--- config.mk ---
export PLATFORM = sky130hd
export DESIGN_NAME = ram_bist_flat
export DESIGN_NICKNAME = d
export VERILOG_FILES = /design/src/rtl/ram_bist_pkg.sv /design/src/rtl/ram_bist_if.sv /design/src/rtl/ram_bist_checker.sv /design/src/rtl/ram_bist.sv /design/src/flat_wrapper.sv
export SDC_FILE = /design/constraint.sdc
export NUM_CORES = 1
export LEC_CHECK = 0
export CORE_UTILIZATION = 40
export CTS_CLUSTER_DIAMETER = 200
export DETAILED_ROUTE_END_ITERATION = 12
export GPL_ROUTABILITY_DRIVEN = 0
export PLACE_DENSITY = 0.77
export SLEW_MARGIN = 20
export SYNTH_ARGS = -nofsm -noshare
export SYNTH_HDL_FRONTEND = slang
export SYNTH_SLANG_ARGS = --single-unit
--- constraint.sdc ---
create_clock -name clk -period 2.25 [get_ports clk]
set_input_delay 0.45 -clock clk [delete_from_list [all_inputs] [get_ports clk]]
set_output_delay 0.45 -clock clk [all_outputs]
set_load 0.05 [all_outputs]
--- src/rtl/ram_bist_pkg.sv ---
// rtl/ram_bist_pkg.sv - state encoding and pattern/address helpers for the RAM BIST engine
package ram_bist_pkg;

    typedef enum logic [2:0] {
        S_IDLE,
        S_WR0,
        S_RD0,
        S_WR1,
        S_RD1,
        S_DRAIN0,
        S_DRAIN1,
        S_DONE
    } state_e;

    // Wide enough for any supported data/address width; callers truncate.
    localparam int unsigned CALC_W = 64;

    function automatic logic [CALC_W-1:0] pattern_of(input logic [CALC_W-1:0] seed,
                                                     input logic [31:0]       idx,
                                                     input logic              inv);
        logic [CALC_W-1:0] p;
        p = seed + CALC_W'(idx);
        return inv ? ~p : p;
    endfunction

    function automatic logic [CALC_W-1:0] addr_of(input logic [31:0] idx,
                                                  input logic [31:0] step);
        return CALC_W'(idx) * CALC_W'(step);
    endfunction

endpackage

--- src/rtl/ram_bist_if.sv ---
// rtl/ram_bist_if.sv - RAM-side bus between the BIST engine and the memory under test
interface ram_bist_if #(
    parameter int ADDR_W = 8,
    parameter int DATA_W = 32
);
    logic [ADDR_W-1:0] mem_addr;
    logic              mem_wr;
    logic [DATA_W-1:0] mem_din;
    logic [DATA_W-1:0] mem_do;

    modport master (output mem_addr, output mem_wr, output mem_din, input mem_do);
    modport slave  (input mem_addr, input mem_wr, input mem_din, output mem_do);
endinterface

--- src/rtl/ram_bist_checker.sv ---
// rtl/ram_bist_checker.sv - read-latency alignment, compare, saturating error count, first-fail capture
module ram_bist_checker #(
    parameter int ADDR_W   = 8,
    parameter int DATA_W   = 32,
    parameter int READ_LAT = 1
) (
    input  logic              clk,
    input  logic              rst,
    input  logic              clear_i,
    input  logic              valid_i,
    input  logic [DATA_W-1:0] exp_data_i,
    input  logic [ADDR_W-1:0] exp_addr_i,
    input  logic [DATA_W-1:0] rd_data_i,
    output logic              fail_o,
    output logic [7:0]        err_count_o,
    output logic [ADDR_W-1:0] fail_addr_o,
    output logic [DATA_W-1:0] fail_expected_o,
    output logic [DATA_W-1:0] fail_actual_o
);
    logic              cmp_v;
    logic [DATA_W-1:0] cmp_exp;
    logic [ADDR_W-1:0] cmp_addr;
    logic              mismatch;

    logic              fail_q;
    logic [7:0]        err_count_q;
    logic [ADDR_W-1:0] fail_addr_q;
    logic [DATA_W-1:0] fail_expected_q;
    logic [DATA_W-1:0] fail_actual_q;

    generate
        if (READ_LAT == 0) begin : g_lat0
            assign cmp_v    = valid_i;
            assign cmp_exp  = exp_data_i;
            assign cmp_addr = exp_addr_i;
        end else begin : g_lat1
            always_ff @(posedge clk) begin
                if (rst || clear_i) begin
                    cmp_v    <= 1'b0;
                    cmp_exp  <= '0;
                    cmp_addr <= '0;
                end else begin
                    cmp_v    <= valid_i;
                    cmp_exp  <= exp_data_i;
                    cmp_addr <= exp_addr_i;
                end
            end
        end
    endgenerate

    assign mismatch = cmp_v && (rd_data_i != cmp_exp);

    // Results are registered so rd_data never reaches an output combinationally.
    always_ff @(posedge clk) begin
        if (rst || clear_i) begin
            fail_q          <= 1'b0;
            err_count_q     <= '0;
            fail_addr_q     <= '0;
            fail_expected_q <= '0;
            fail_actual_q   <= '0;
        end else if (mismatch) begin
            fail_q <= 1'b1;
            if (err_count_q != 8'hFF) begin
                err_count_q <= err_count_q + 8'd1;
            end
            if (!fail_q) begin
                fail_addr_q     <= cmp_addr;
                fail_expected_q <= cmp_exp;
                fail_actual_q   <= rd_data_i;
            end
        end
    end

    assign fail_o          = fail_q;
    assign err_count_o     = err_count_q;
    assign fail_addr_o     = fail_addr_q;
    assign fail_expected_o = fail_expected_q;
    assign fail_actual_o   = fail_actual_q;

endmodule

--- src/rtl/ram_bist.sv ---
// rtl/ram_bist.sv - four-pass write/read/write-inverse/read BIST sequencer driving the RAM bus
module ram_bist
    import ram_bist_pkg::*;
#(
    parameter int                ADDR_W    = 8,
    parameter int                DATA_W    = 32,
    parameter int                NUM_WORDS = 64,
    parameter int                ADDR_STEP = 4,
    parameter logic [DATA_W-1:0] SEED      = DATA_W'(32'hA5A5_0000),
    parameter int                READ_LAT  = 1
) (
    input  logic              clk,
    input  logic              rst,
    input  logic              start,
    output logic              busy,
    output logic              done,
    output logic              fail,
    output logic [7:0]        err_count,
    output logic [ADDR_W-1:0] fail_addr,
    output logic [DATA_W-1:0] fail_expected,
    output logic [DATA_W-1:0] fail_actual,
    ram_bist_if.master        mem
);
    localparam int IDX_W = (NUM_WORDS > 1) ? $clog2(NUM_WORDS) : 1;
    localparam logic [IDX_W-1:0] LAST = IDX_W'(NUM_WORDS - 1);

    state_e            state_q, state_d;
    logic [IDX_W-1:0]  idx_q, idx_d;
    logic              busy_q, busy_d;
    logic              done_q, done_d;
    logic [ADDR_W-1:0] addr_q, addr_d;
    logic              wr_q, wr_d;
    logic [DATA_W-1:0] din_q, din_d;

    logic              last, to_wr1, to_done, inv;
    logic              chk_valid;
    logic [DATA_W-1:0] chk_exp;

    function automatic logic [ADDR_W-1:0] a_of(input logic [IDX_W-1:0] i);
        return ADDR_W'(addr_of(32'(i), 32'(ADDR_STEP)));
    endfunction

    function automatic logic [DATA_W-1:0] p_of(input logic [IDX_W-1:0] i, input logic inv_i);
        return DATA_W'(pattern_of(CALC_W'(SEED), 32'(i), inv_i));
    endfunction

    always_comb begin
        state_d   = state_q;
        idx_d     = idx_q;
        busy_d    = busy_q;
        done_d    = 1'b0;
        addr_d    = '0;
        wr_d      = 1'b0;
        din_d     = '0;
        to_wr1    = 1'b0;
        to_done   = 1'b0;
        last      = (idx_q == LAST);
        inv       = (state_q == S_WR1) || (state_q == S_RD1);
        chk_valid = 1'b0;
        chk_exp   = p_of(idx_q, inv);

        case (state_q)
            S_IDLE: begin
                if (start) begin
                    state_d = S_WR0;
                    busy_d  = 1'b1;
                    idx_d   = '0;
                    addr_d  = a_of('0);
                    wr_d    = 1'b1;
                    din_d   = p_of('0, 1'b0);
                end
            end
            S_WR0, S_WR1: begin
                if (last) begin
                    state_d = (state_q == S_WR0) ? S_RD0 : S_RD1;
                    idx_d   = '0;
                    addr_d  = a_of('0);
                end else begin
                    idx_d  = idx_q + 1'b1;
                    addr_d = a_of(idx_q + 1'b1);
                    wr_d   = 1'b1;
                    din_d  = p_of(idx_q + 1'b1, inv);
                end
            end
            S_RD0, S_RD1: begin
                chk_valid = 1'b1;
                if (last) begin
                    idx_d = '0;
                    if (READ_LAT > 0) begin
                        state_d = (state_q == S_RD0) ? S_DRAIN0 : S_DRAIN1;
                    end else if (state_q == S_RD0) begin
                        to_wr1 = 1'b1;
                    end else begin
                        to_done = 1'b1;
                    end
                end else begin
                    idx_d  = idx_q + 1'b1;
                    addr_d = a_of(idx_q + 1'b1);
                end
            end
            S_DRAIN0: to_wr1  = 1'b1;
            S_DRAIN1: to_done = 1'b1;
            S_DONE: begin
                state_d = S_IDLE;
                busy_d  = 1'b0;
            end
            default: state_d = S_IDLE;
        endcase

        if (to_wr1) begin
            state_d = S_WR1;
            idx_d   = '0;
            addr_d  = a_of('0);
            wr_d    = 1'b1;
            din_d   = p_of('0, 1'b1);
        end
        if (to_done) begin
            state_d = S_DONE;
            busy_d  = 1'b0;
            done_d  = 1'b1;
        end
    end

    always_ff @(posedge clk) begin
        if (rst) begin
            state_q <= S_IDLE;
            idx_q   <= '0;
            busy_q  <= 1'b0;
            done_q  <= 1'b0;
            addr_q  <= '0;
            wr_q    <= 1'b0;
            din_q   <= '0;
        end else begin
            state_q <= state_d;
            idx_q   <= idx_d;
            busy_q  <= busy_d;
            done_q  <= done_d;
            addr_q  <= addr_d;
            wr_q    <= wr_d;
            din_q   <= din_d;
        end
    end

    ram_bist_checker #(
        .ADDR_W  (ADDR_W),
        .DATA_W  (DATA_W),
        .READ_LAT(READ_LAT)
    ) u_checker (
        .clk            (clk),
        .rst            (rst),
        .clear_i        ((state_q == S_IDLE) && start),
        .valid_i        (chk_valid),
        .exp_data_i     (chk_exp),
        .exp_addr_i     (addr_q),
        .rd_data_i      (mem.mem_do),
        .fail_o         (fail),
        .err_count_o    (err_count),
        .fail_addr_o    (fail_addr),
        .fail_expected_o(fail_expected),
        .fail_actual_o  (fail_actual)
    );

    assign busy         = busy_q;
    assign done         = done_q;
    assign mem.mem_addr = addr_q;
    assign mem.mem_wr   = wr_q;
    assign mem.mem_din  = din_q;

endmodule

--- src/flat_wrapper.sv ---
// flat-port wrapper written by rule: the top's interface ports become plain ports
module ram_bist_flat import ram_bist_pkg::*;
#(
    parameter int                ADDR_W    = 8,
    parameter int                DATA_W    = 32,
    parameter int                NUM_WORDS = 64,
    parameter int                ADDR_STEP = 4,
    parameter logic [DATA_W-1:0] SEED      = DATA_W'(32'hA5A5_0000),
    parameter int                READ_LAT  = 1
)
  (clk, rst, start, busy, done, fail, err_count, fail_addr, fail_expected, fail_actual, mem_mem_addr, mem_mem_wr, mem_mem_din, mem_mem_do);
  ram_bist_if #(.ADDR_W(ADDR_W), .DATA_W(DATA_W)) mem_i ();
  input  logic clk;
  input  logic rst;
  input  logic start;
  output logic busy;
  output logic done;
  output logic fail;
  output logic [7:0] err_count;
  output logic [ADDR_W-1:0] fail_addr;
  output logic [DATA_W-1:0] fail_expected;
  output logic [DATA_W-1:0] fail_actual;
  output wire logic [$bits(mem_i.mem_addr)-1:0] mem_mem_addr;
  output wire logic [$bits(mem_i.mem_wr)-1:0] mem_mem_wr;
  output wire logic [$bits(mem_i.mem_din)-1:0] mem_mem_din;
  input wire logic [$bits(mem_i.mem_do)-1:0] mem_mem_do;
  assign mem_mem_addr = mem_i.mem_addr;
  assign mem_mem_wr = mem_i.mem_wr;
  assign mem_mem_din = mem_i.mem_din;
  assign mem_i.mem_do = mem_mem_do;
  ram_bist #(.ADDR_W(ADDR_W), .DATA_W(DATA_W), .NUM_WORDS(NUM_WORDS), .ADDR_STEP(ADDR_STEP), .SEED(SEED), .READ_LAT(READ_LAT)) u_core (.clk(clk), .rst(rst), .start(start), .busy(busy), .done(done), .fail(fail), .err_count(err_count), .fail_addr(fail_addr), .fail_expected(fail_expected), .fail_actual(fail_actual), .mem(mem_i));
endmodule
== Word-level counts from Yosys, hierarchy flattened ==
Cells that the tools add are included.
Operators by class
  add/sub/neg operators: 4
  equal/unequal tests: 14
  mux-type cells: 27
  bitwise gates (word level): 4
  reduce and logical (&&, ||, !) cells: 20
Operators by type and width (number)
  $mux W32: 4
  $add A32 B6 Y32 const A: 2
  $not A32 Y32: 2
  $pmux W32 S2: 1
  $ne A32 B32 Y1: 1
  $mux W31: 1
  $mux W3: 6
  $eq A3 B3 Y1 const B: 4
  $mux W6: 2
  $pmux W3 S4: 1
  $pmux W6 S2: 1
  $add A8 B1 Y8 const B: 1
  $mux W1: 8
  $ne A4 B1 Y1 const B: 2
  $ne A8 B8 Y1 const B: 1
  $reduce_and A2 Y1: 4
  $reduce_or A2 Y1: 4
  $reduce_or A4 Y1: 2
  $add A6 B1 Y6 const B: 1
  $eq A3 B2 Y1 const B: 2
  $eq A6 B6 Y1 const B: 1
  $reduce_bool A6 Y1: 1
  $ne A4 B2 Y1 const B: 1
  $pmux W1 S2: 2
  other kinds (10): 14
Word-level totals
  register bits: 174
  input bits: 35
  logic and storage cells: 86

== Depth between registers and ports, before layout ==
Gate-level depths: netlist of the first run.
  word-level depth: 7
  gate-level depth with buffers: 8
  mapped depth without buffers: 7

== Cells and area by module ==
Synthesis of the first run repeated with hierarchy kept, for this count alone.
Second synthesis, totals
  cells, all modules: 680
  area, all modules: 6019.5 um^2
By module, submodules not included
  ram_bist_checker: instances 1, cells each 507, area each 4594.4 um^2, seq. area each 2442.3 um^2
  ram_bist: instances 1, cells each 173, area each 1425.1 um^2, seq. area each 520.5 um^2

== Least setup slack after synthesis of the first run ==
No wires, ideal clock.
  path kind: in2reg
  start point: in mem_mem_do[22]
  end point: reg u_core.u_checker.fail_actual_q[14], in the netlist u_core.u_checker.fail_actual_o[14]
  arrival: 2.196 ns
  data required time: 2.163 ns
  slack: -0.033 ns
  stages on the path: 8
  buffers on the path: 2
  cell sequence: or4_1 -> nor4_1 -> o22ai_1 -> o41ai_2 -> buf_4 -> buf_4 -> nand3_1 -> o31ai_1
On the way
  cells in the longest elaborated chain, start to end: 3
Ends and longest elaborated chain
  from (decl): RTL line flat_wrapper.sv:26  | input wire logic [$bits(mem_i.mem_do)-1:0] mem_mem_do;
  $ne A32 B32 Y1: RTL line ram_bist_checker.sv:51  | assign mismatch = cmp_v && (rd_data_i != cmp_exp);
  $logic_and A1 B1 Y1: RTL line ram_bist_checker.sv:51
  $reduce_and A2 Y1 (no source line)
  to (signal assigned): RTL line ram_bist_checker.sv:69  | fail_actual_q <= rd_data_i;
  to (decl): RTL line ram_bist_checker.sv:29  | logic [DATA_W-1:0] fail_actual_q;
Every way passes these cells.
A chain may end at the register's enable or synchronous reset.

== Final worst setup path of the first run ==
  start point: in mem_mem_do[25]
  end point: reg u_core.u_checker.err_count_q[6], in the netlist u_core.u_checker.err_count_o[6]
On the way
  cells in the longest elaborated chain, start to end: 3
Ends and longest elaborated chain
  $ne A32 B32 Y1: RTL line ram_bist_checker.sv:51
  $logic_and A1 B1 Y1: RTL line ram_bist_checker.sv:51
  $reduce_and A2 Y1 (no source line)
  to (signal assigned): RTL line ram_bist_checker.sv:64  | err_count_q <= err_count_q + 8'd1;
  to (decl): RTL line ram_bist_checker.sv:26  | logic [7:0] err_count_q;
Every way passes these cells.

==> flow_summary.html, run 1 <==
<table>
<tr><th>Metric</th><th>Value</th></tr>
<tr><th colspan="2">Timing</th></tr>
<tr><td>Final setup violation count</td><td>1</td></tr>
<tr><td>Final worst slack</td><td>-0.0124 ns</td></tr>
<tr><td>Actual slew at the worst max-slew pin</td><td>0.794 ns</td></tr>
<tr><td>Minimum clock period</td><td>2.26 ns</td></tr>
<tr><td>Skew final</td><td>0.00750 ns</td></tr>
<tr><td>Relative max-transition margin</td><td>47.1%</td></tr>
<tr><td>Final period utilization</td><td>101%</td></tr>
<tr><td>Final hold viol count</td><td>0</td></tr>
<tr><td>Max-slew violation count</td><td>0</td></tr>
<tr><td>Highest clock frequency the design can meet</td><td>0.442 GHz</td></tr>
<tr><td>Final sum of negative setup slack</td><td>-0.0124 ns</td></tr>
<tr><th colspan="2">Finish</th></tr>
<tr><td>Commonest cells after routing, fill and taps aside</td><td>sky130_fd_sc_hd__clkdlybuf4s50_1, sky130_fd_sc_hd__dfxtp_1, sky130_fd_sc_hd__buf_4, sky130_fd_sc_hd__nand2_1, sky130_fd_sc_hd__nand3_1</td></tr>
<tr><td>Post-Layout Cell Count</td><td>784</td></tr>
<tr><td>Share of the core filled with cells</td><td>58.5%</td></tr>
<tr><td>Area growth, synth to finish</td><td>40.6%</td></tr>
<tr><td>Layout cells sized above 1</td><td>17.0%</td></tr>
<tr><td>Final Net Count</td><td>680</td></tr>
<tr><td>Leading cell type in the layout, fill and taps excluded</td><td>sky130_fd_sc_hd__clkdlybuf4s50_1</td></tr>
<tr><td>Ant. Diodes</td><td>0</td></tr>
<tr><th colspan="2">Place</th></tr>
<tr><td>Number of cells in the design after placement</td><td>767</td></tr>
<tr><td>Buffers on Ports</td><td>154</td></tr>
<tr><td>Placed wire-length estimate after detailed placement</td><td>7670 um</td></tr>
<tr><td>Pre-CTS worst setup slack</td><td>-0.714 ns</td></tr>
<tr><th colspan="2">Worst setup path</th></tr>
<tr><td>Kind of capture point of the worst setup path</td><td>flip-flop</td></tr>
<tr><td>Maximum fanout along the worst path</td><td>3</td></tr>
<tr><td>Terminus of the critical flop-to-flop path</td><td>u_core.u_checker.fail_actual_o[16]</td></tr>
<tr><td>Worst endpoint required time</td><td>2.49 ns</td></tr>
<tr><td>Critical Path Max Stage Delay</td><td>0.56 ns</td></tr>
<tr><td>Data arrival time of the worst path</td><td>2.50 ns</td></tr>
<tr><td>Startpoint type of the worst setup path</td><td>primary input</td></tr>
<tr><td>Highest-delay cell along the critical path</td><td>sky130_fd_sc_hd__or4_4</td></tr>
<tr><td>List of cells traversed by the critical path</td><td>dlygate4sd2_1, or4_4, nor4_4, o22ai_4, or4_4, a31oi_1, nor3_1</td></tr>
<tr><td>Critical path class</td><td>primary input to flip-flop</td></tr>
<tr><td>Count of cells along the worst register-to-register path</td><td>8</td></tr>
<tr><td>Setup slack of the worst register-to-register path</td><td>0.23 ns</td></tr>
<tr><td>Worst setup path endpoint</td><td>u_core.u_checker.err_count_o[6]</td></tr>
<tr><td>Critical path launch point</td><td>mem_mem_do[25]</td></tr>
<tr><td>Most Frequent Cell on Critical Path</td><td>sky130_fd_sc_hd__or4_4</td></tr>
<tr><td>Reg-to-Reg Start</td><td>u_core.u_checker.cmp_exp[30]</td></tr>
<tr><th colspan="2">Die</th></tr>
<tr><td>Die height</td><td>106 um</td></tr>
<tr><td>Number of top-level pins</td><td>159</td></tr>
<tr><td>Die Span X</td><td>106 um</td></tr>
<tr><td>Initial core utilization</td><td>41.6%</td></tr>
<tr><td>Row Count</td><td>37</td></tr>
<tr><td>Area of the core region</td><td>0.0104 sq mm</td></tr>
<tr><td>Area enclosed by the die boundary</td><td>0.0112 sq mm</td></tr>
<tr><th colspan="2">Clocking</th></tr>
<tr><td>Clk Tree Root Cell</td><td>sky130_fd_sc_hd__clkbuf_8</td></tr>
<tr><td>Clk pin slew, worst setup/hold paths</td><td>0.09 ns</td></tr>
<tr><td>TritonCTS clock tree</td><td>built</td></tr>
<tr><td>Clock sink count</td><td>96</td></tr>
<tr><td>Number of hold buffers added after cts</td><td>0</td></tr>
<tr><td>Maximum buffer depth of the clock tree</td><td>2</td></tr>
<tr><td>H-Tree Depth</td><td>3</td></tr>
<tr><td>Insertion delay of the later-clocked pin in the worst-skew pair</td><td>0.36 ns</td></tr>
<tr><td>TritonCTS buffer count</td><td>9</td></tr>
<tr><th colspan="2">Pwr</th></tr>
<tr><td>Power consumption</td><td>0.00322 W</td></tr>
<tr><td>P_sw</td><td>0.000840 W</td></tr>
<tr><td>Leakage component of the power</td><td>2.33 nW</td></tr>
<tr><td>Internal power component</td><td>0.00238 W</td></tr>
<tr><td>Combinational group share of total power</td><td>11.5%</td></tr>
<tr><td>Clock Power Share</td><td>35.0%</td></tr>
<tr><td>Fraction of power spent switching nets</td><td>26.0%</td></tr>
<tr><td>Power per standard cell area</td><td>532 mW/mm^2</td></tr>
<tr><td>Sequential cell fraction of total power</td><td>53.5%</td></tr>
<tr><td>Peak ir drop on the vdd network</td><td>346 uV</td></tr>
<tr><th colspan="2">GRT</th></tr>
<tr><td>Number of global-route vias before repair</td><td>3424</td></tr>
<tr><td>Wire length of the first global-routing pass</td><td>16500 um</td></tr>
<tr><td>Maximum number of pins on one net before global-route repair</td><td>67</td></tr>
<tr><td>GRT Residual Overflow</td><td>0</td></tr>
<tr><td>Number of antenna violations at the first check in global routing</td><td>0</td></tr>
<tr><td>GRT Overall Usage</td><td>18.3%</td></tr>
<tr><th colspan="2">Synth</th></tr>
<tr><td>Avg Synthesized Cell Area</td><td>8.20 sq um</td></tr>
<tr><td>Primary FF master, synth</td><td>sky130_fd_sc_hd__dfxtp_1</td></tr>
<tr><td>Cell count after synthesis</td><td>526</td></tr>
<tr><td>Proportion of register bits with asynchronous set or reset after synthesis</td><td>0%</td></tr>
<tr><td>Synthesis-stage register bit count</td><td>96</td></tr>
<tr><td>Synthesis warning total</td><td>0</td></tr>
<tr><td>Number of enable flip-flop cells after synthesis</td><td>0</td></tr>
<tr><td>Cell Area, Synth</td><td>0.00431 sq mm</td></tr>
<tr><td>Proportion of synthesized chip area in sequential cells</td><td>44.6%</td></tr>
<tr><td>Post-synthesis cell type count</td><td>44</td></tr>
<tr><th colspan="2">Outcome</th></tr>
<tr><td>Status</td><td>complete, but fails checks</td></tr>
<tr><td>Violations in the final reports</td><td>setup timing</td></tr>
<tr><th colspan="2">Drt</th></tr>
<tr><td>Number of remaining DRC errors</td><td>0</td></tr>
<tr><td>Vias</td><td>3930</td></tr>
<tr><td>Aggregate routed wire length</td><td>10700 um</td></tr>
<tr><td>Post-route antenna net violation count</td><td>0</td></tr>
<tr><td>Average via count per standard cell</td><td>5.01</td></tr>
<tr><td>Iter 0 DRT Violations</td><td>191</td></tr>
<tr><td>WL/cell</td><td>13.6 um</td></tr>
<tr><td>Detailed-router iteration count before antenna repair</td><td>4</td></tr>
<tr><th colspan="2">Min path</th></tr>
<tr><td>Class of the tightest hold or removal check</td><td>primary input to flip-flop</td></tr>
<tr><th colspan="2">Flow run</th></tr>
<tr><td>Max-cap viol count</td><td>0</td></tr>
</table>
final cells by class:
| cell class | instances | area, sq um |
|---|---|---|
| Multi-Input combinational cell | 343 | 1960 |
| Clock buffer | 10 | 128 |
| Tap cell | 136 | 170 |
| Fill cell | 908 | 4310 |
| Clock inverter | 6 | 68.8 |
| Sequential cell | 96 | 1920 |
| Inverter | 3 | 11.3 |
| Timing Repair Buffer | 190 | 1800 |
flip-flops by register name, summed over array words and instances, names as in the netlist, 6 cells and up:
signal	count
u_core.idx_q	6
u_core.u_checker.cmp_addr	6
u_core.u_checker.fail_expected_o	8
u_core.mem.mem_din	8
u_core.u_checker.cmp_exp	8
u_core.u_checker.err_count_o	8
u_core.mem.mem_addr	6
u_core.u_checker.fail_addr_o	6
u_core.u_checker.fail_actual_o	32
stage by stage:
stage	hold slack, ns	instance area, sq um
after floorplan	0.414	4320
after global placement	0.425	5740
after detailed placement	0.429	5740
after CTS	0.430	5970
after global routing	0.384	6060
final	0.408	6060
worst min-delay path by stage:
stage | start | endpoint | slack, ns | cells after the start
4_1_cts | u_core.u_checker.cmp_addr[3] | u_core.u_checker.fail_addr_o[3] | 0.43 | 2
3_5_place_dp | u_core.u_checker.cmp_addr[3] | u_core.u_checker.fail_addr_o[3] | 0.43 | 2
6_report | mem_mem_do[11] | u_core.u_checker.fail_actual_o[11] | 0.41 | 3
5_1_grt | mem_mem_do[11] | u_core.u_checker.fail_actual_o[11] | 0.38 | 3
3_3_place_gp | u_core.u_checker.cmp_addr[6] | u_core.u_checker.fail_addr_o[6] | 0.42 | 2
2_1_floorplan | u_core.u_checker.cmp_addr[2] | u_core.u_checker.fail_addr_o[2] | 0.41 | 2
cell usage after synthesis, types with 7 or more instances:
cell	instances	area (sq um)
sky130_fd_sc_hd__nand3_1	59	295
sky130_fd_sc_hd__nand2_1	64	240
sky130_fd_sc_hd__and2_1	7	43.8
sky130_fd_sc_hd__nor2_1	37	139
sky130_fd_sc_hd__a21oi_1	21	105
sky130_fd_sc_hd__dfxtp_1	96	1920
sky130_fd_sc_hd__o21ai_1	43	215
sky130_fd_sc_hd__o21ai_0	8	40.0
sky130_fd_sc_hd__or4_1	7	52.6
sky130_fd_sc_hd__buf_4	59	443
sky130_fd_sc_hd__and3_1	7	43.8
sky130_fd_sc_hd__clkbuf_1	24	90.1
sky130_fd_sc_hd__xor2_1	13	114
power groups by stage:
stage	clock network [W]	registers, W	logic [W]
2_1_floorplan	0	0.00178	0.000186
3_3_place_gp	0	0.00176	0.000361
3_5_place_dp	0	0.00176	0.000364
4_1_cts	0.00117	0.00172	0.000365
5_1_grt	0.00124	0.00173	0.000396
6_report	0.00113	0.00172	0.000372
routing by layer:
| metal | track usage [%] | vias up | wire (um) |
|---|---|---|---|
| met5 | 0 | - | 0 |
| met4 | 4.27 | 0 | 46 |
| met3 | 4.64 | 8 | 735 |
| met2 | 31.9 | 165 | 5340 |
| met1 | 22.5 | 1778 | 4550 |
| li1 | - | 1979 | - |
repair_timing:
item                       in CTS  in global routing
gates resized for setup        17                 23
setup buffers                   0                  1
pin swaps                      10                 12
setup endpoints to repair      55                 57
cloned                          0                  0
critical path: cells and delay by family:
kind            cells  cell delay [ns]
simple gates        4             1.45
compound gates      2             0.33
buf+inv             1             0.27
kinds of logic after synthesis:
| logic type | synth area share (%) |
|---|---|
| DFF | 44.6 |
| AOI/OAI and AO/OA | 12.5 |
| xor gates and xnor gates | 3.66 |
| other | 0.0869 |
| buffers and inverters | 13.1 |
| and+or+nand+nor | 25.0 |
| adders and majority gates | 0.580 |
| muxes | 0.493 |
Note: power is estimated with default switching activity, not from simulation.
==> inputs of run 2 (changes only) <==
- CTS_CLUSTER_DIAMETER: 200 -> 40
==> results of run 2 <==
Same layout as run 1: the final DEF is identical, and so are final timing and power.
==> inputs of run 3 (changes only) <==
- PLACE_DENSITY: 0.77 -> not set
- PLACE_DENSITY_LB_ADDON: not set -> 0.2
- SLEW_MARGIN: 20 -> 40
==> run 3 against run 2 <==
The run now ends clean. Fmax up 1.5%. Critical path depth up 2. Global-route usage up 0.97 points. Highest routed layer unchanged. Power up 0.69%. Sequential share of layout area down 1.2 points. Largest cell class unchanged. Via count up 1.2%. Count of clock-buffer cells in the layout down 1. Clock skew up 0.0066 ns. Worst hold slack worse by 0.019 ns.
==> flow_summary.html, run 3 (synthesized netlist as in run 1, its figures left out) <==
<table>
<tr><th>Metric</th><th>Value</th></tr>
<tr><th colspan="2">Finish</th></tr>
<tr><td>Final Net Count</td><td>688 (+1.2%)</td></tr>
<tr><td>Largest register FFs</td><td>32 (unchanged)</td></tr>
<tr><td>Multi-input gate area in the final layout</td><td>0.00205 sq mm (+4.5%)</td></tr>
<tr><td>Commonest cells after routing, fill and taps aside</td><td>sky130_fd_sc_hd__clkdlybuf4s50_1, sky130_fd_sc_hd__dfxtp_1, sky130_fd_sc_hd__buf_4, sky130_fd_sc_hd__nand2_1, sky130_fd_sc_hd__nand3_1</td></tr>
<tr><td>Fillers</td><td>922 (+1.5%)</td></tr>
<tr><td>Area growth, synth to finish</td><td>46.4%</td></tr>
<tr><td>Leading cell type in the layout, fill and taps excluded</td><td>sky130_fd_sc_hd__clkdlybuf4s50_1</td></tr>
<tr><td>Ant. Diodes</td><td>0 (unchanged)</td></tr>
<tr><td>Register area</td><td>0.00192 sq mm (unchanged)</td></tr>
<tr><td>Layout cells sized above 1</td><td>20.1% (+3.1 points)</td></tr>
<tr><th colspan="2">Worst setup path</th></tr>
<tr><td>Startpoint type of the worst setup path</td><td>primary input</td></tr>
<tr><td>Worst endpoint required time</td><td>2.54 ns (+0.05 ns)</td></tr>
<tr><td>Setup slack of the worst register-to-register path</td><td>0.19 ns (-0.04 ns)</td></tr>
<tr><td>Reg-to-Reg Start</td><td>u_core.u_checker.cmp_exp[5]</td></tr>
<tr><td>Maximum fanout along the worst path</td><td>8 (+5)</td></tr>
<tr><td>Terminus of the critical flop-to-flop path</td><td>u_core.u_checker.fail_actual_o[22]</td></tr>
<tr><td>Kind of capture point of the worst setup path</td><td>flip-flop</td></tr>
<tr><td>Critical path class</td><td>primary input to flip-flop</td></tr>
<tr><td>Data arrival time of the worst path</td><td>2.52 ns (+0.02 ns)</td></tr>
<tr><td>Count of cells along the worst register-to-register path</td><td>8 (unchanged)</td></tr>
<tr><th colspan="2">Place</th></tr>
<tr><td>Buffers on Ports</td><td>154 (unchanged)</td></tr>
<tr><td>Placed wire-length estimate after detailed placement</td><td>7500 um (-2.2%)</td></tr>
<tr><th colspan="2">Pwr</th></tr>
<tr><td>P_sw</td><td>0.000862 W (+2.7%)</td></tr>
<tr><td>Sequential cell fraction of total power</td><td>53.1% (-0.4 points)</td></tr>
<tr><td>Internal power component</td><td>0.00238 W (about the same)</td></tr>
<tr><td>Fraction of power spent switching nets</td><td>26.6% (+0.51 points)</td></tr>
<tr><td>Clock Power Share</td><td>35.4% (+0.4 points)</td></tr>
<tr><td>Peak ir drop on the vdd network</td><td>362 uV (+4.7%)</td></tr>
<tr><td>Power per standard cell area</td><td>514 mW/mm^2 (-3.3%)</td></tr>
<tr><td>Power consumption</td><td>0.00325 W (+0.69%)</td></tr>
<tr><td>Leakage component of the power</td><td>2.49 nW (+6.5%)</td></tr>
<tr><td>Combinational group share of total power</td><td>11.5% (about the same)</td></tr>
<tr><th colspan="2">Die</th></tr>
<tr><td>Area of the core region</td><td>0.0104 sq mm (unchanged)</td></tr>
<tr><td>Row Count</td><td>37 (unchanged)</td></tr>
<tr><td>Area enclosed by the die boundary</td><td>0.0112 sq mm (unchanged)</td></tr>
<tr><td>Number of top-level pins</td><td>159 (unchanged)</td></tr>
<tr><td>Initial core utilization</td><td>41.6% (unchanged)</td></tr>
<tr><td>Die Span X</td><td>106 um (unchanged)</td></tr>
<tr><td>Die height</td><td>106 um (unchanged)</td></tr>
<tr><th colspan="2">Clocking</th></tr>
<tr><td>Number of hold buffers added after cts</td><td>0 (unchanged)</td></tr>
<tr><td>TritonCTS buffer count</td><td>9 (unchanged)</td></tr>
<tr><td>Insertion delay of the later-clocked pin in the worst-skew pair</td><td>0.36 ns (about the same)</td></tr>
<tr><td>Clk pin slew, worst setup/hold paths</td><td>0.10 ns (about the same)</td></tr>
<tr><td>TritonCTS clock tree</td><td>built</td></tr>
<tr><td>Clock sink count</td><td>96 (unchanged)</td></tr>
<tr><td>Maximum buffer depth of the clock tree</td><td>2 (unchanged)</td></tr>
<tr><td>Clk Tree Root Cell</td><td>sky130_fd_sc_hd__clkbuf_8</td></tr>
<tr><td>H-Tree Depth</td><td>3 (unchanged)</td></tr>
<tr><th colspan="2">Flow run</th></tr>
<tr><td>Max-cap viol count</td><td>0 (unchanged)</td></tr>
<tr><th colspan="2">Timing</th></tr>
<tr><td>Highest clock frequency the design can meet</td><td>0.449 GHz (+1.5%)</td></tr>
<tr><td>Final hold viol count</td><td>0 (unchanged)</td></tr>
<tr><td>Max-slew violation count</td><td>0 (unchanged)</td></tr>
<tr><td>Final period utilization</td><td>99.0% (-1.5 points)</td></tr>
<tr><td>Minimum clock period</td><td>2.23 ns (-0.0344 ns)</td></tr>
<tr><td>Relative max-transition margin</td><td>49.2% (+2.1 points)</td></tr>
<tr><td>Final setup violation count</td><td>0 (-1)</td></tr>
<tr><td>Skew final</td><td>0.0141 ns (+0.00657 ns)</td></tr>
<tr><td>Final sum of negative setup slack</td><td>0 ns (+0.0124 ns)</td></tr>
<tr><td>Actual slew at the worst max-slew pin</td><td>0.762 ns (-0.0318 ns)</td></tr>
<tr><th colspan="2">GRT</th></tr>
<tr><td>GRT Residual Overflow</td><td>0 (unchanged)</td></tr>
<tr><td>GRT Overall Usage</td><td>19.3% (+0.97 points)</td></tr>
<tr><td>Maximum number of pins on one net before global-route repair</td><td>60 (-10%)</td></tr>
<tr><td>Wire length of the first global-routing pass</td><td>17400 um (+5.4%)</td></tr>
<tr><td>Number of global-route vias before repair</td><td>3603 (+5.2%)</td></tr>
<tr><td>Number of antenna violations at the first check in global routing</td><td>0 (unchanged)</td></tr>
<tr><th colspan="2">Drt</th></tr>
<tr><td>WL/cell</td><td>14.3 um (+5.0%)</td></tr>
<tr><td>Detailed-router iteration count before antenna repair</td><td>4 (unchanged)</td></tr>
<tr><td>Iter 0 DRT Violations</td><td>145 (-24%)</td></tr>
<tr><td>Average via count per standard cell</td><td>5.02 (+0.15%)</td></tr>
<tr><td>Post-route antenna net violation count</td><td>0 (unchanged)</td></tr>
<tr><td>Aggregate routed wire length</td><td>11300 um (+6.1%)</td></tr>
<tr><td>Vias</td><td>3976 (+1.2%)</td></tr>
<tr><td>Number of remaining DRC errors</td><td>0 (unchanged)</td></tr>
<tr><th colspan="2">Outcome</th></tr>
<tr><td>Status</td><td>finished, final reports clean</td></tr>
<tr><th colspan="2">Min path</th></tr>
<tr><td>Class of the tightest hold or removal check</td><td>primary input to flip-flop</td></tr>
<tr><td>Worst hold path endpoint</td><td>u_core.u_checker.fail_actual_o[20]</td></tr>
<tr><td>Startpoint of the most critical hold path</td><td>mem_mem_do[20]</td></tr>
<tr><td>Hold depth</td><td>3 (unchanged)</td></tr>
</table>
[run 3: cell count changes in the layout (fill, tap and decap cells not counted), sizes merged, moves of 4 or more]
cell           delta
dlymetal6s2s      +8
clkdlybuf4s50     -6
clkbuf            +5
buf               +4
[run 3: per-stage QoR]
step	utilization [%]	setup slack, ns	hold slack, ns	instances	cell area, sq um
after detailed placement	54.8	-0.683	0.423	765	5690
after floorplan	-	-0.0211	0.414	529	4320
after global placement	54.8	-0.638	0.419	765	5690
final	60.9	0.0220	0.389	792	6310
after global routing	60.9	-0.0138	0.412	792	6310
after CTS	58.2	0.00824	0.438	786	6030
[run 3: worst max-delay path, cell delays in order]
cell and delay [ns]:
sky130_fd_sc_hd__dlygate4sd2_1 0.26, sky130_fd_sc_hd__or4_4 0.53, sky130_fd_sc_hd__nor4_4 0.27, sky130_fd_sc_hd__o22ai_4 0.14, sky130_fd_sc_hd__o41ai_4 0.27, sky130_fd_sc_hd__buf_6 0.25, sky130_fd_sc_hd__clkbuf_16 0.18, sky130_fd_sc_hd__nand3_1 0.07
sky130_fd_sc_hd__o21ai_1 0.10
[run 3: routing by layer]
| layer | GRT usage [%] | part of all wire, % |
|---|---|---|
| met5 | 0 | 0 |
| met3 | 3.03 | 5.2 |
| met2 | 32.6 | 48 |
| met1 | 24.5 | 45 |
| met4 | 7.74 | 2.4 |
[run 3: layout make-up]
type / instances / area share, %
multi-input combinational: 343 / 32.5
clock buffer: 9 / 1.96
clock inverter: 7 / 1.23
timing repair buffer: 198 / 31.0
inverter: 3 / 0.178
tap: 136 / 2.70
sequential: 96 / 30.5
[run 3: worst max path at each step]
stage | startpoint | to
finish | mem_mem_do[23] | u_core.u_checker.fail_actual_o[22]
global route | mem_mem_do[23] | u_core.u_checker.fail_actual_o[22]
CTS | mem_mem_do[16] | u_core.u_checker.err_count_o[6]
detailed placement | mem_mem_do[22] | u_core.u_checker.fail_expected_o[30]
global placement | mem_mem_do[22] | u_core.u_checker.fail_expected_o[30]
floorplan | mem_mem_do[22] | u_core.u_checker.fail_actual_o[14]
[run 3: what timing repair did]
item,4_1_cts,5_1_grt
cloned,2,5
pin swaps,10,12
setup endpoints to repair,55,50
gates resized for setup,26,48
buffers inserted,3,1
[run 3: power groups by stage]
stage / combinational, W / clock (W) / sequential (W)
after floorplan: 0.000186 / 0 / 0.00178
after global placement: 0.000354 / 0 / 0.00176
after detailed placement: 0.000357 / 0 / 0.00176
after CTS: 0.000364 / 0.00119 / 0.00173
after global routing: 0.000399 / 0.00125 / 0.00173
final: 0.000372 / 0.00115 / 0.00172
==> RTL change, RTL diff (config.mk and constraints of run 3) <==
Register the output `fail_actual`, with the module's reset; this adds one clock of latency there. The other outputs are not delayed to match.
--- a/src/rtl/ram_bist.sv
+++ b/src/rtl/ram_bist.sv
@@ -24,4 +24,6 @@
     localparam int IDX_W = (NUM_WORDS > 1) ? $clog2(NUM_WORDS) : 1;
     localparam logic [IDX_W-1:0] LAST = IDX_W'(NUM_WORDS - 1);
+
+    logic [DATA_W-1:0] fail_actual_d;
 
     state_e            state_q, state_d;
@@ -158,5 +160,5 @@
         .fail_addr_o    (fail_addr),
         .fail_expected_o(fail_expected),
-        .fail_actual_o  (fail_actual)
+        .fail_actual_o  (fail_actual_d)
     );
 
@@ -167,4 +169,12 @@
     assign mem.mem_din  = din_q;
 
+    always_ff @(posedge clk) begin
+        if (rst) begin
+            fail_actual <= '0;
+        end else begin
+            fail_actual <= fail_actual_d;
+        end
+    end
+
 endmodule
 
Behaviour: no difference found for any inputs over 10 cycles, from zero or initial values and one cycle with rst high; that may be too few to reach the edited logic, so the function may still have changed.
==> RTL change against run 3 <==
- count of clock-buffer cells in the layout rose by 13
- area after synthesis grew 22%
- sequential cell count grew 32
- routed wire length grew 6.1%
- sequential share of layout area increased by 3.8 points
- largest power group is now the clock network
- register-to-register slack worse by 0.02 ns
- power grew 75%
- combinational power increased by 1%
- cell count grew 11%
- final area is 18% higher
- setup slack improved by 0.028 ns
- highest routed layer unchanged
- sequential power rose by 34%
- via count is 6.6% higher
==> RTL change: results (changes against run 3) <==
htree depth 4 (+1); Non-clk bufs 192 (-3.0%); Unique masters post-synth 41 (-6.8%); RR Startpoint u_core.u_checker.cmp_exp[30]$_SDFF_PP0_; Top class by area registers; placed instance area 6630 um^2 (+17%); Critical Path AT 2.50 ns (-0.02 ns); Max VDD drop 0.605 mV (+67%); Clock Tree Root clkbuf_16; Clk Latency, worst-skew pair 0.42 ns (+0.06 ns); DR WL/cell 13.6 um (-4.8%); clk_skew 0.00685 ns (-0.00722 ns); largest net degree at the start of global routing 100 (+67%); leak pwr 3.00 nW (+21%); sequential fraction of the synthesis area 48.6% (+4.1 points); Num CTS Buffers 17 (+8); worst r2r path cells 7 (-1); clk tree area frac 8.78% (+5.6 points); Gate Count Post-Synth 572 (+8.7%); status complete, no violations; Seq. cell area 2560 um^2 (+33%); filler instances 1,126 (+22%); GRT Total Usage 17.4% (-1.9 points); pre-CTS setup slack -0.486 ns (+0.197 ns); worst reg2reg setup slack 0.17 ns (-0.02 ns); Seq/total area 34.3% (+3.8 points); CTS sink count 128 (+33%); CP max-delay cell clkdlybuf4s50_1; relative slew slack 49.1% (-0.15 points); fmax 454 MHz (+1.3%); Worst Hold Endpoint u_core.u_checker.fail_actual_o[23]$_SDFFE_PP0P_
## RTL change: worst max path at each step
| stage | startpoint | end | cells after the start |
|---|---|---|---|
| 2_1_floorplan | mem_mem_do[22] | u_core.u_checker.fail_actual_o[0]$_SDFFE_PP0P_ | 7 |
| 3_3_place_gp | mem_mem_do[23] | u_core.u_checker.err_count_o[7]$_SDFFE_PP0P_ | 8 |
| 3_5_place_dp | mem_mem_do[23] | u_core.u_checker.fail_actual_o[14]$_SDFFE_PP0P_ | 8 |
| 4_1_cts | u_core.u_checker.fail_expected_o[29]$_SDFFE_PP0P_ | fail_expected[26] | 1 |
| 5_1_grt | mem_mem_do[22] | u_core.u_checker.fail_actual_o[4]$_SDFFE_PP0P_ | 9 |
| 6_report | mem_mem_do[6] | u_core.u_checker.err_count_o[7]$_SDFFE_PP0P_ | 8 |
## RTL change: per-layer routing
| layer | track usage, % | up-vias | share of wire (%) |
|---|---|---|---|
| met4 | 6.58 | 0 | 1.0 |
| met5 | 0 | - | 0 |
| met1 | 22.2 | 1922 | 46 |
| li1 | - | 2157 | - |
| met3 | 6.13 | 12 | 7.5 |
| met2 | 26.9 | 149 | 45 |
## RTL change: logic make-up (layout without fill, tap and decap cells)
group / Yosys count / after routing / share of synthesized area, %
other: 1 / 4 / 0.0712
AO/OA/AOI/OAI: 102 / 102 / 12.6
flip-flops: 128 / 128 / 48.6
XOR/XNOR: 16 / 16 / 2.66
adder cells (fa/ha/maj): 2 / 2 / 0.475
buffers and inverters: 91 / 227 / 11.6
AND/OR/NAND/NOR: 232 / 232 / 24.0
## RTL change: timing repair
| item | CTS | global route |
|---|---|---|
| setup buffers | 0 | 2 |
| gates cloned | 0 | 3 |
| pin swaps | 3 | 4 |
| hold buffers | 0 | 0 |
| endpoints found under the setup margin | 24 | 43 |
| resized for setup | 4 | 22 |
